`src/rtl/cdc_word_sender.sv`:
```
// Source half of a toggle req/ack CDC: latches one word, toggles req, waits for the synchronized ack toggle.
// Optional ack watchdog with sticky timeout and ERROR state: define CDC_ACK_TIMEOUT_EN.
module cdc_word_sender #(
   parameter int DATA_WIDTH     = 32,
   parameter int SYNC_STAGES    = 2,
   parameter int TIMEOUT_CYCLES = 1024
) (
   input  logic                  clk,
   input  logic                  reset,
   input  logic [DATA_WIDTH-1:0] data_in,
   input  logic                  valid_in,
   output logic                  ready_out,
   output logic [DATA_WIDTH-1:0] xfer_data_o,
   output logic                  xfer_req_o,
   input  logic                  xfer_ack_i,
   output logic                  busy_o,
   output logic                  done_o,
   output logic                  timeout_o
);

   if (SYNC_STAGES < 2 || TIMEOUT_CYCLES < 1) begin : g_bad_param
      $error("cdc_word_sender: SYNC_STAGES must be >= 2 and TIMEOUT_CYCLES >= 1");
   end

`ifdef CDC_ACK_TIMEOUT_EN
   typedef enum logic [1:0] {S_IDLE, S_LAUNCH, S_WAIT_ACK, S_ERROR} state_t;
   localparam int CNT_W = $clog2(TIMEOUT_CYCLES + 1);
   logic [CNT_W-1:0] cnt_q, cnt_d;
   logic             timeout_q;
   assign cnt_d     = cnt_q + CNT_W'(1);
   assign timeout_o = timeout_q;
`else
   typedef enum logic [1:0] {S_IDLE, S_LAUNCH, S_WAIT_ACK} state_t;
   assign timeout_o = 1'b0;
`endif

   state_t                  state_q;
   logic [SYNC_STAGES-1:0]  ack_sync_q;
   logic                    ack_prev_q;
   logic                    ack_s, ack_event;
   logic [DATA_WIDTH-1:0]   data_q;
   logic                    req_q, ready_q, busy_q, done_q;

   assign ack_s     = ack_sync_q[SYNC_STAGES-1];
   assign ack_event = ack_s ^ ack_prev_q;

   assign xfer_data_o = data_q;
   assign xfer_req_o  = req_q;
   assign ready_out   = ready_q;
   assign busy_o      = busy_q;
   assign done_o      = done_q;

   always_ff @(posedge clk or negedge reset) begin
      if (!reset) begin
         state_q    <= S_IDLE;
         ack_sync_q <= '0;
         ack_prev_q <= 1'b0;
         data_q     <= '0;
         req_q      <= 1'b0;
         ready_q    <= 1'b1;
         busy_q     <= 1'b0;
         done_q     <= 1'b0;
`ifdef CDC_ACK_TIMEOUT_EN
         cnt_q      <= '0;
         timeout_q  <= 1'b0;
`endif
      end else begin
         ack_sync_q <= {ack_sync_q[SYNC_STAGES-2:0], xfer_ack_i};
         ack_prev_q <= ack_s;
         done_q     <= 1'b0;
         case (state_q)
            // Ack edges seen here are stale or spurious and are consumed by ack_prev_q.
            S_IDLE: begin
               if (valid_in) begin
                  data_q  <= data_in;
                  state_q <= S_LAUNCH;
                  ready_q <= 1'b0;
                  busy_q  <= 1'b1;
               end
            end
            S_LAUNCH: begin
               req_q   <= ~req_q;
               state_q <= S_WAIT_ACK;
`ifdef CDC_ACK_TIMEOUT_EN
               cnt_q   <= '0;
`endif
            end
            S_WAIT_ACK: begin
               if (ack_event) begin
                  done_q  <= 1'b1;
                  state_q <= S_IDLE;
                  ready_q <= 1'b1;
                  busy_q  <= 1'b0;
               end
`ifdef CDC_ACK_TIMEOUT_EN
               else if (cnt_d == CNT_W'(TIMEOUT_CYCLES)) begin
                  timeout_q <= 1'b1;
                  state_q   <= S_ERROR;
                  busy_q    <= 1'b0;
               end else begin
                  cnt_q <= cnt_d;
               end
`endif
            end
`ifdef CDC_ACK_TIMEOUT_EN
            // Terminal until reset; the far side state is unknown.
            S_ERROR: begin
               ready_q <= 1'b0;
               busy_q  <= 1'b0;
            end
`endif
            default: begin
               state_q <= S_IDLE;
               ready_q <= 1'b1;
               busy_q  <= 1'b0;
            end
         endcase
      end
   end

endmodule
```
`config.mk`:
```
export PLATFORM = sky130hd
export DESIGN_NAME = cdc_word_sender
export DESIGN_NICKNAME = d
export VERILOG_FILES = /design/src/rtl/cdc_word_sender.sv
export SDC_FILE = /design/constraint.sdc
export NUM_CORES = 1
export LEC_CHECK = 0
export BUFFER_PORTS_ARGS = -buffer_cell sky130_fd_sc_hd__buf_4
export CAP_MARGIN = 30
export CELL_PAD_IN_SITES_DETAIL_PLACEMENT = 0
export CELL_PAD_IN_SITES_GLOBAL_PLACEMENT = 1
export CORE_AREA = 3 3 76 63
export DETAILED_ROUTE_END_ITERATION = 7
export DIE_AREA = 0 0 79 66
export PLACE_DENSITY = 0.84
export SLEW_MARGIN = 40
export SYNTH_ARGS = -nofsm -noshare
export SYNTH_HDL_FRONTEND = slang
export SYNTH_SLANG_ARGS = --single-unit
```
`constraint.sdc`:
```
create_clock -name clk -period 2.6 [get_ports clk]
set_clock_uncertainty 0.05 [all_clocks]
set_input_delay 0.52 -clock clk [delete_from_list [all_inputs] [get_ports clk]]
set_output_delay 0.52 -clock clk [all_outputs]
set_load 0.05 [all_outputs]
```
=== Yosys cells after proc, flatten, opt, wreduce, memory -nomap -nowiden ===
Cells that the tools add are included.

* Input bits: 36
* Word-level logic and storage cells: 30
* Output and inout port bits: 37
* Flip-flop bits (word level): 41

* Muxes and demuxes: 11
* Reductions and logical operators: 4
* Equal/unequal tests: 4
* Bitwise logic cells: 3

{| class="wikitable"
|+ Operator list
! cell !! count
|-
| $mux W1 || 6
|-
| $pmux W1 S3 || 2
|-
| $pmux W2 S3 || 1
|-
| $mux W2 || 2
|-
| $ne A2 B2 Y1 const B || 2
|-
| $reduce_and A2 Y1 || 2
|-
| $reduce_and A3 Y1 || 1
|-
| $eq A2 B1 Y1 const B || 1
|-
| $eq A2 B2 Y1 const B || 1
|-
| $logic_not A2 Y1 || 1
|-
| $not A1 Y1 || 2
|-
| $xor A1 B1 Y1 || 1
|}

=== Logic depth before layout (Yosys ltp) ===
Gate-level depths: netlist of run 1.

* Word-level depth: 3
* Gate-level depth with buffers: 4
* Mapped depth without buffers: 3

=== Least setup slack after synthesis of run 1 ===
Ideal clock, no wire load.

* Path type: input -> register
* Start: input port valid_in
* End: register data_q[0] (netlist: xfer_data_o[0])
* Buffers on the path: 1
* Setup time: 125 ps
* Stages: 4
* Arrival: 1213 ps
* Setup slack: 1212 ps
* Cells stage by stage: nand2b_4 > nor2_4 > buf_6 > mux2_2

* Longest elaborated chain between the ends: 1

{| class="wikitable"
|+ RTL lines
! item !! line !! RTL
|-
| from (decl) || 11 || <nowiki>input logic valid_in,</nowiki>
|-
| $reduce_and A2 Y1 (no source line) || n/a ||
|-
| to (signal assigned) || 75 || <nowiki>data_q <= data_in;</nowiki>
|-
| to (decl) || 41 || <nowiki>logic [DATA_WIDTH-1:0] data_q;</nowiki>
|}

No other way between the ends.
A chain may end at the register's enable or synchronous reset.

=== Final worst setup path of run 1 ===
* Start: register ready_q (netlist: ready_out)
* End: output port ready_out

{| class="wikitable"
|+ RTL lines
! item !! line !! RTL
|-
| from (decl) || 42 || <nowiki>logic req_q, ready_q, busy_q, done_q;</nowiki>
|-
| from (signal assigned) || 60 || <nowiki>ready_q <= 1'b1;</nowiki>
|-
| from (signal assigned) || 77 || <nowiki>ready_q <= 1'b0;</nowiki>
|-
| from (signal assigned) || 92 || <nowiki>ready_q <= 1'b1;</nowiki>
|-
| to (decl) || 12 || <nowiki>output logic ready_out,</nowiki>
|}

No word-level cell between the ends.

==> results of run 1 <==
==> per-layer routing <==
| metal | global-route usage | vias up | share of wire |
|---|---|---|---|
| li1 | - | 461 | - |
| met1 | 0.154 | 474 | 0.40 |
| met2 | 0.208 | 38 | 0.51 |
| met3 | 0.0559 | 5 | 0.079 |
| met4 | 0.0579 | 0 | 0.012 |
| met5 | 0 | - | 0 |
==> worst register-to-register path, delay by kind of cell, from the launching register on <==
family / cells / cell delay (ns)
flip-flops: 1 / 0.41
multiplexers: 1 / 0.41
AND/OR/NAND/NOR: 2 / 0.24
buffers and inverters: 1 / 0.36
==> flip-flops by register name, summed over array words and instances, names as in the netlist <==
register	flops
ack_sync_q	2
state_q	2
busy_o	1
xfer_req_o	1
done_o	1
xfer_data_o	32
ack_prev_q	1
ready_out	1
==> logic make-up after synthesis <==
| group | after synthesis | share of synthesized area |
|---|---|---|
| DFF | 41 | 0.669 |
| muxes | 32 | 0.235 |
| other | 1 | 0.00244 |
| and+or+nand+nor | 5 | 0.0301 |
| xor gates and xnor gates | 2 | 0.0114 |
| buffers and inverters | 6 | 0.0318 |
| AOI/OAI and AO/OA | 5 | 0.0212 |
==> stage by stage <==
step | cell area, um^2 | hold slack (ns) | setup slack, ns | util
final | 2240 | 0.154 | 1.01 | 0.540
after floorplan | 1540 | 0.174 | 1.21 | -
after detailed placement | 2110 | 0.285 | 0.881 | 0.508
after CTS | 2240 | 0.167 | 0.986 | 0.540
after global routing | 2240 | 0.185 | 0.948 | 0.540
after global placement | 2110 | 0.286 | 0.935 | 0.508
==> layout by cell type, fill, tap and decap left out <==
| master | netlist | layout |
|---|---|---|
| a21o_1 | 1 | 1 |
| a21oi_1 | 3 | 3 |
| nand2b_4 | 1 | 1 |
| inv_1 | 2 | 2 |
| clkbuf_8 | 0 | 5 |
| and2b_1 | 1 | 1 |
| conb_1 | 1 | 1 |
| bufinv_16 | 0 | 2 |
| nand2b_1 | 1 | 1 |
| dfrtp_1 | 40 | 40 |
| clkinv_2 | 0 | 1 |
| nor2_4 | 1 | 1 |
| xnor2_1 | 2 | 2 |
| buf_4 | 1 | 72 |
| mux2_2 | 32 | 32 |
| dfstp_2 | 1 | 1 |
| nor3b_1 | 1 | 1 |
| a21bo_2 | 1 | 1 |
==> path summary, 6_finish.rpt <==
kind / startpoint / to / depth (start not counted)
setup / recovery: ready_out / ready_out / 1
hold / removal: reset / xfer_data_o[1] / 1
setup reg to reg: state_q[0] / xfer_data_o[13] / 4
hold reg to reg: ack_sync_q[0] / ack_sync_q[1] / 0
max in group asynchronous: reset / ready_out / 1
min in group clk: xfer_ack_i / ack_sync_q[0] / 1
==> cell usage after synthesis <==
cell type and n:
a21bo_2 1, a21o_1 1, a21oi_1 3, and2b_1 1, buf_4 1, buf_6 3, conb_1 1, dfrtp_1 40
dfstp_2 1, inv_1 2, mux2_2 32, nand2b_1 1, nand2b_4 1, nor2_4 1, nor3b_1 1, xnor2_1 2
==> area by class of cell <==
cell class                      instances  area [um^2]  area share
Sequential cell                        41         1030       0.458
Tap cell                               57         71.3      0.0318
Clock inverter                          3         65.1      0.0290
Inverter                                2         7.51     0.00335
Multi-Input combinational cell         45          460       0.205
Clock buffer                            5         68.8      0.0307
Timing Repair Buffer                   72          541       0.241
==> summary.txt, run 1 <==
=================================================================================
Result of the run                                                    finished, final reports clean
Required arrival time at the worst endpoint                               2.03 ns
Layout fillers                                                                384
Mapped Nets                                                                   128
Yosys warns                                                                     0
Max capacitance violation total                                                 0
HPWL after detailed placement                                             2300 um
Diode count                                                                     0
Synth area leader                                                         dfrtp_1
Element type at the critical path start                                  register
GRT overflow                                                                    0
RSZ-0062 raised after global routing                                        false
Overall fraction of global-route tracks in use                              0.131
Post-route minimum period                                                 1.59 ns
Arr. time, crit path                                                      1.02 ns
Synthesized area per cell                                               16.7 um^2
Post-placement cell count                                                     217
Kind of cell with the highest combined delay on the critical path      flip-flops
Total number of vias                                                          978
Post-layout net count                                                         203
Setup slack on the worst flop-to-flop path                                1.03 ns
Overall die area                                                        5210 um^2
Total clock buffers created by CTS                                              5
Floorplan Core Area                                                     4150 um^2
Class of the tightest hold or removal check                          primary input to asynchronous set/reset pin
Post-synthesis instance total                                                  92
Final number of hold-violating endpoints                                        0
Number of iterations in the first detailed-routing pass                         2
DRC violations left                                                             0
Boundary Pins                                                                  73
Effective utilization at floorplan                                          0.370
CTS max path bufs                                                               2
Area grow syn2layout                                                        45.8%
Max FO, Critical Path                                                           3
Slowest cell on the critical path                                         dfstp_2
Die span in x                                                               79 um
Fraction of layout instances using a drive strength above 1                 0.690
Area share of the leading cell type in the synthesized netlist              0.651
Crit end category                                                    primary output
Register bit count reported by yosys                                           41
Distinct cells, synth                                                          16
Deepest level of the CTS H-tree                                                 2
CTS tree                                                                      yes
Routability Congestion                                                      0.648
Mapped cell area                                                        1540 um^2
Proportion of synthesized chip area in sequential cells                     0.669
Final ANT Viol Nets                                                             0
Highest clock frequency the design can meet                             0.627 GHz
CTS clk-pin slew, worst paths                                             0.08 ns
Largest net degree at the start of global routing                              42
Initial antenna violation count                                                 0
Via density                                                                  4.35
Wire length of the first global-routing pass                              5130 um
Final Cycle Share                                                           0.613
Count of non-filler cells in the finished layout                              225
Final count of pins violating max slew                                          0
Clock Sink Count                                                               41
Number of buffers inserted to repair setup after CTS                            0
Final setup violation count                                                     0
Number of buffer and inverter instances along the worst setup path              1
Cells taking the most area after synthesis                           dfrtp_1 (65%), mux2_2 (23%), buf_6 (2.2%)
Starting DRT DRC Count                                                         62
Kind of critical path                                                register to primary output
Number of gates given a new drive strength after cts                            0
Drt total wl                                                              3210 um
Worst slew pin tran                                                      0.511 ns
Clk Latency, worst-skew pair                                              0.29 ns
Final setup TNS                                                              0 ns
Slowest cell delay on critical path                                       0.55 ns
Number of global-route vias before repair                                    1096
Remaining max-slew budget at the tightest pin                               0.660
Root Buffer                                                              clkbuf_8
CP cell instances                                                           buf_4
Die Y-Extent                                                                66 um
Hold buffer count at cts                                                        0
Port-buffer cells                                                              71
Num rows                                                                       21
Routed length per placed instance                                         14.3 um
=================================================================================
Power of run 1 is left out: the tool's default activity adds up to more than one toggle a clock period on the data nets, which glitch-free logic cannot reach.
==> inputs of run 2 (changes only) <==
- CORE_AREA: 3 3 76 63 -> 3 3 82 68
- DIE_AREA: 0 0 79 66 -> 0 0 85 71
- PLACE_DENSITY: 0.84 -> 0.76
- clock period: 2.6 -> 1.3 ns (I/O delays scaled with it)
==> run 2 against run 1 <==
The flow now finishes with violations (negative setup slack). Final area up 2.7%. Die area up 16%. Global-route usage down 2.1 points. Non-clock buffer count up 6. Sequential share of layout area down 1.2 points. Critical path depth up 3. Critical path type is now register to register. Critical endpoint is now xfer_data_o[14]. Largest cell class unchanged. Highest routed layer unchanged.
==> summary.txt, run 2 (synthesized netlist as in run 1, its figures left out) <==
==================================================================================
Overall fraction of global-route tracks in use                               0.110   -0.0209
Post-route minimum period                                                  1.36 ns
Final Cycle Share                                                             1.05
Final setup violation count                                                     32   +32
Clk Latency, worst-skew pair                                               0.28 ns   about the same
Result of the run                                                     finished with violations
Setup slack on the worst flop-to-flop path                                -0.06 ns   -1.09 ns
End of the worst register-to-register path                            xfer_data_o[14]
Launching instance or port of the critical path                         state_q[0]
Failing checks                                                        negative setup slack
Number of iterations in the first detailed-routing pass                          4   +2
CTS max path bufs                                                                2   unchanged
Hold Path Sink                                                        ack_sync_q[0]
Class of the tightest hold or removal check                           primary input to register
Post-place instance area                                                 2170 um^2   +2.9%
CTS tree                                                                       yes
Area grow syn2layout                                                         49.8%
Routability Congestion                                                       0.766   +18%
Final number of hold-violating endpoints                                         0   unchanged
Max FO, Critical Path                                                           16   +13
Arr. time, crit path                                                       1.48 ns   +0.46 ns
Largest net degree at the start of global routing                               42   unchanged
GRT met2 Usage                                                               0.166   -0.0425
Commonest non-fill, non-tap cell in the layout                               buf_4
Routed length per placed instance                                          13.5 um   -5.2%
Die Y-Extent                                                                 71 um   +7.6%
Layout fillers                                                                 443   +15%
Flip-flop count of the largest register, all copies and words added             32   unchanged
Initial antenna violation count                                                  0   unchanged
Total number of vias                                                           992   +1.4%
HPWL after detailed placement                                              2450 um   +6.6%
Port-buffer cells                                                               71   unchanged
Die span in x                                                                85 um   +7.6%
Fraction of layout instances using a drive strength above 1                  0.695   +0.00493
Worst path setup slack after routing                                    -0.0609 ns   -1.07 ns
Post-placement cell count                                                      226   +4.1%
Num rows                                                                        23   +9.5%
Number of global-route vias before repair                                     1153   +5.2%
Post-route design area                                                   2300 um^2   +2.7%
Required arrival time at the worst endpoint                                1.42 ns   -0.61 ns
Diode count                                                                      0   unchanged
Clock Sink Count                                                                41   unchanged
R2R cell count                                                                   4   unchanged
Hold slack                                                               0.0361 ns   -0.118 ns
GRT overflow                                                                     0   unchanged
Effective utilization at floorplan                                           0.312   -0.0579
Worst r2r src                                                           state_q[0]
Root Buffer                                                               clkbuf_8
DRC violations left                                                              0   unchanged
Via density                                                                   4.20   -3.3%
Startpoint of the tightest hold check path                              xfer_ack_i
Met3 routing resource usage after global routing                            0.0559   about the same
Final count of pins violating max slew                                           0   unchanged
Deepest level of the CTS H-tree                                                  2   unchanged
Overall die area                                                         6040 um^2   +16%
Count of non-filler cells in the finished layout                               236   +4.9%
Highest clock frequency the design can meet                              0.735 GHz
CTS clk-pin slew, worst paths                                              0.07 ns   about the same
Met1 Use GR                                                                  0.141   -0.0130
Starting DRT DRC Count                                                          34   -45%
Worst hold path depth                                                            1
Wire length of the first global-routing pass                               5260 um   +2.6%
Post-layout net count                                                          209   +3.0%
RSZ-0062 raised after global routing                                          true
Floorplan Core Area                                                      4920 um^2   +19%
Busiest grt layer                                                             met2
Drt total wl                                                               3190 um   -0.53%
Total clock buffers created by CTS                                               5   unchanged
Boundary Pins                                                                   73   unchanged
Max capacitance violation total                                                  0   unchanged
Final ANT Viol Nets                                                              0   unchanged
Kind of critical path                                                 register to register
Crit end category                                                         register
Top library cells by usage in the layout, fill and taps aside         buf_4 (74), dfrtp_1 (40), mux2_2 (30)
Element type at the critical path start                                   register
==================================================================================
==> run 2: changes by cell type in the layout (fill, tap and decap cells not counted), sizes merged <==
cell | previous run | this run
bufinv | 2 | 0
dlygate4sd3 | 0 | 1
buf | 72 | 77
clkbuf | 5 | 7
==> run 2: layer usage <==
metal  up-vias  routed length, um
li1        469                  -
met1       474               1370
met2        47               1460
met3         2                342
met4         0                 10
met5         -                  0
==> run 2: area by class of cell <==
type / count / area, um^2 / share of cell area
clock buffer: 7 / 96.3 / 0.0418
clock inverter: 1 / 5.00 / 0.00217
inverter: 2 / 7.51 / 0.00326
multi-input combinational: 45 / 468 / 0.203
sequential: 41 / 1030 / 0.446
tap: 62 / 77.6 / 0.0337
timing repair buffer: 78 / 621 / 0.270
==> run 2: through the flow <==
| stage | util | TNS (ns) | worst slack (ns) |
|---|---|---|---|
| 5_1_grt | 0.468 | -3.26 | -0.113 |
| 3_5_place_dp | 0.441 | -1.73 | -0.0632 |
| 2_1_floorplan | - | -1.34 | -0.0469 |
| 4_1_cts | 0.466 | -2.26 | -0.0799 |
| 6_report | 0.468 | -1.69 | -0.0609 |
| 3_3_place_gp | 0.441 | -0.664 | -0.0246 |
==> run 2: worst max path at each step <==
stage	end	slack, ns
after CTS	xfer_data_o[29]	-0.08
after global routing	xfer_data_o[29]	-0.11
final	xfer_data_o[14]	-0.06
after global placement	xfer_data_o[17]	-0.02
after floorplan	xfer_data_o[0]	-0.05
after detailed placement	xfer_data_o[21]	-0.06
==> run 2: critical path, stage by stage (launching register included) <==
cell and delay (ns):
dfrtp_1 0.38, nand2b_4 0.15, nor2_4 0.14, buf_12 0.17
mux2_2 0.34
==> run 2: what timing repair did <==
item | CTS | global route
hold buffers | 1 | 0
resized for setup | 2 | 2
pin swaps | 0 | 0
setup buffers | 1 | 0
hold endpoints to repair | 40 | 0
setup endpoints to repair | 33 | 33
Power of run 2 is left out for the same reason.
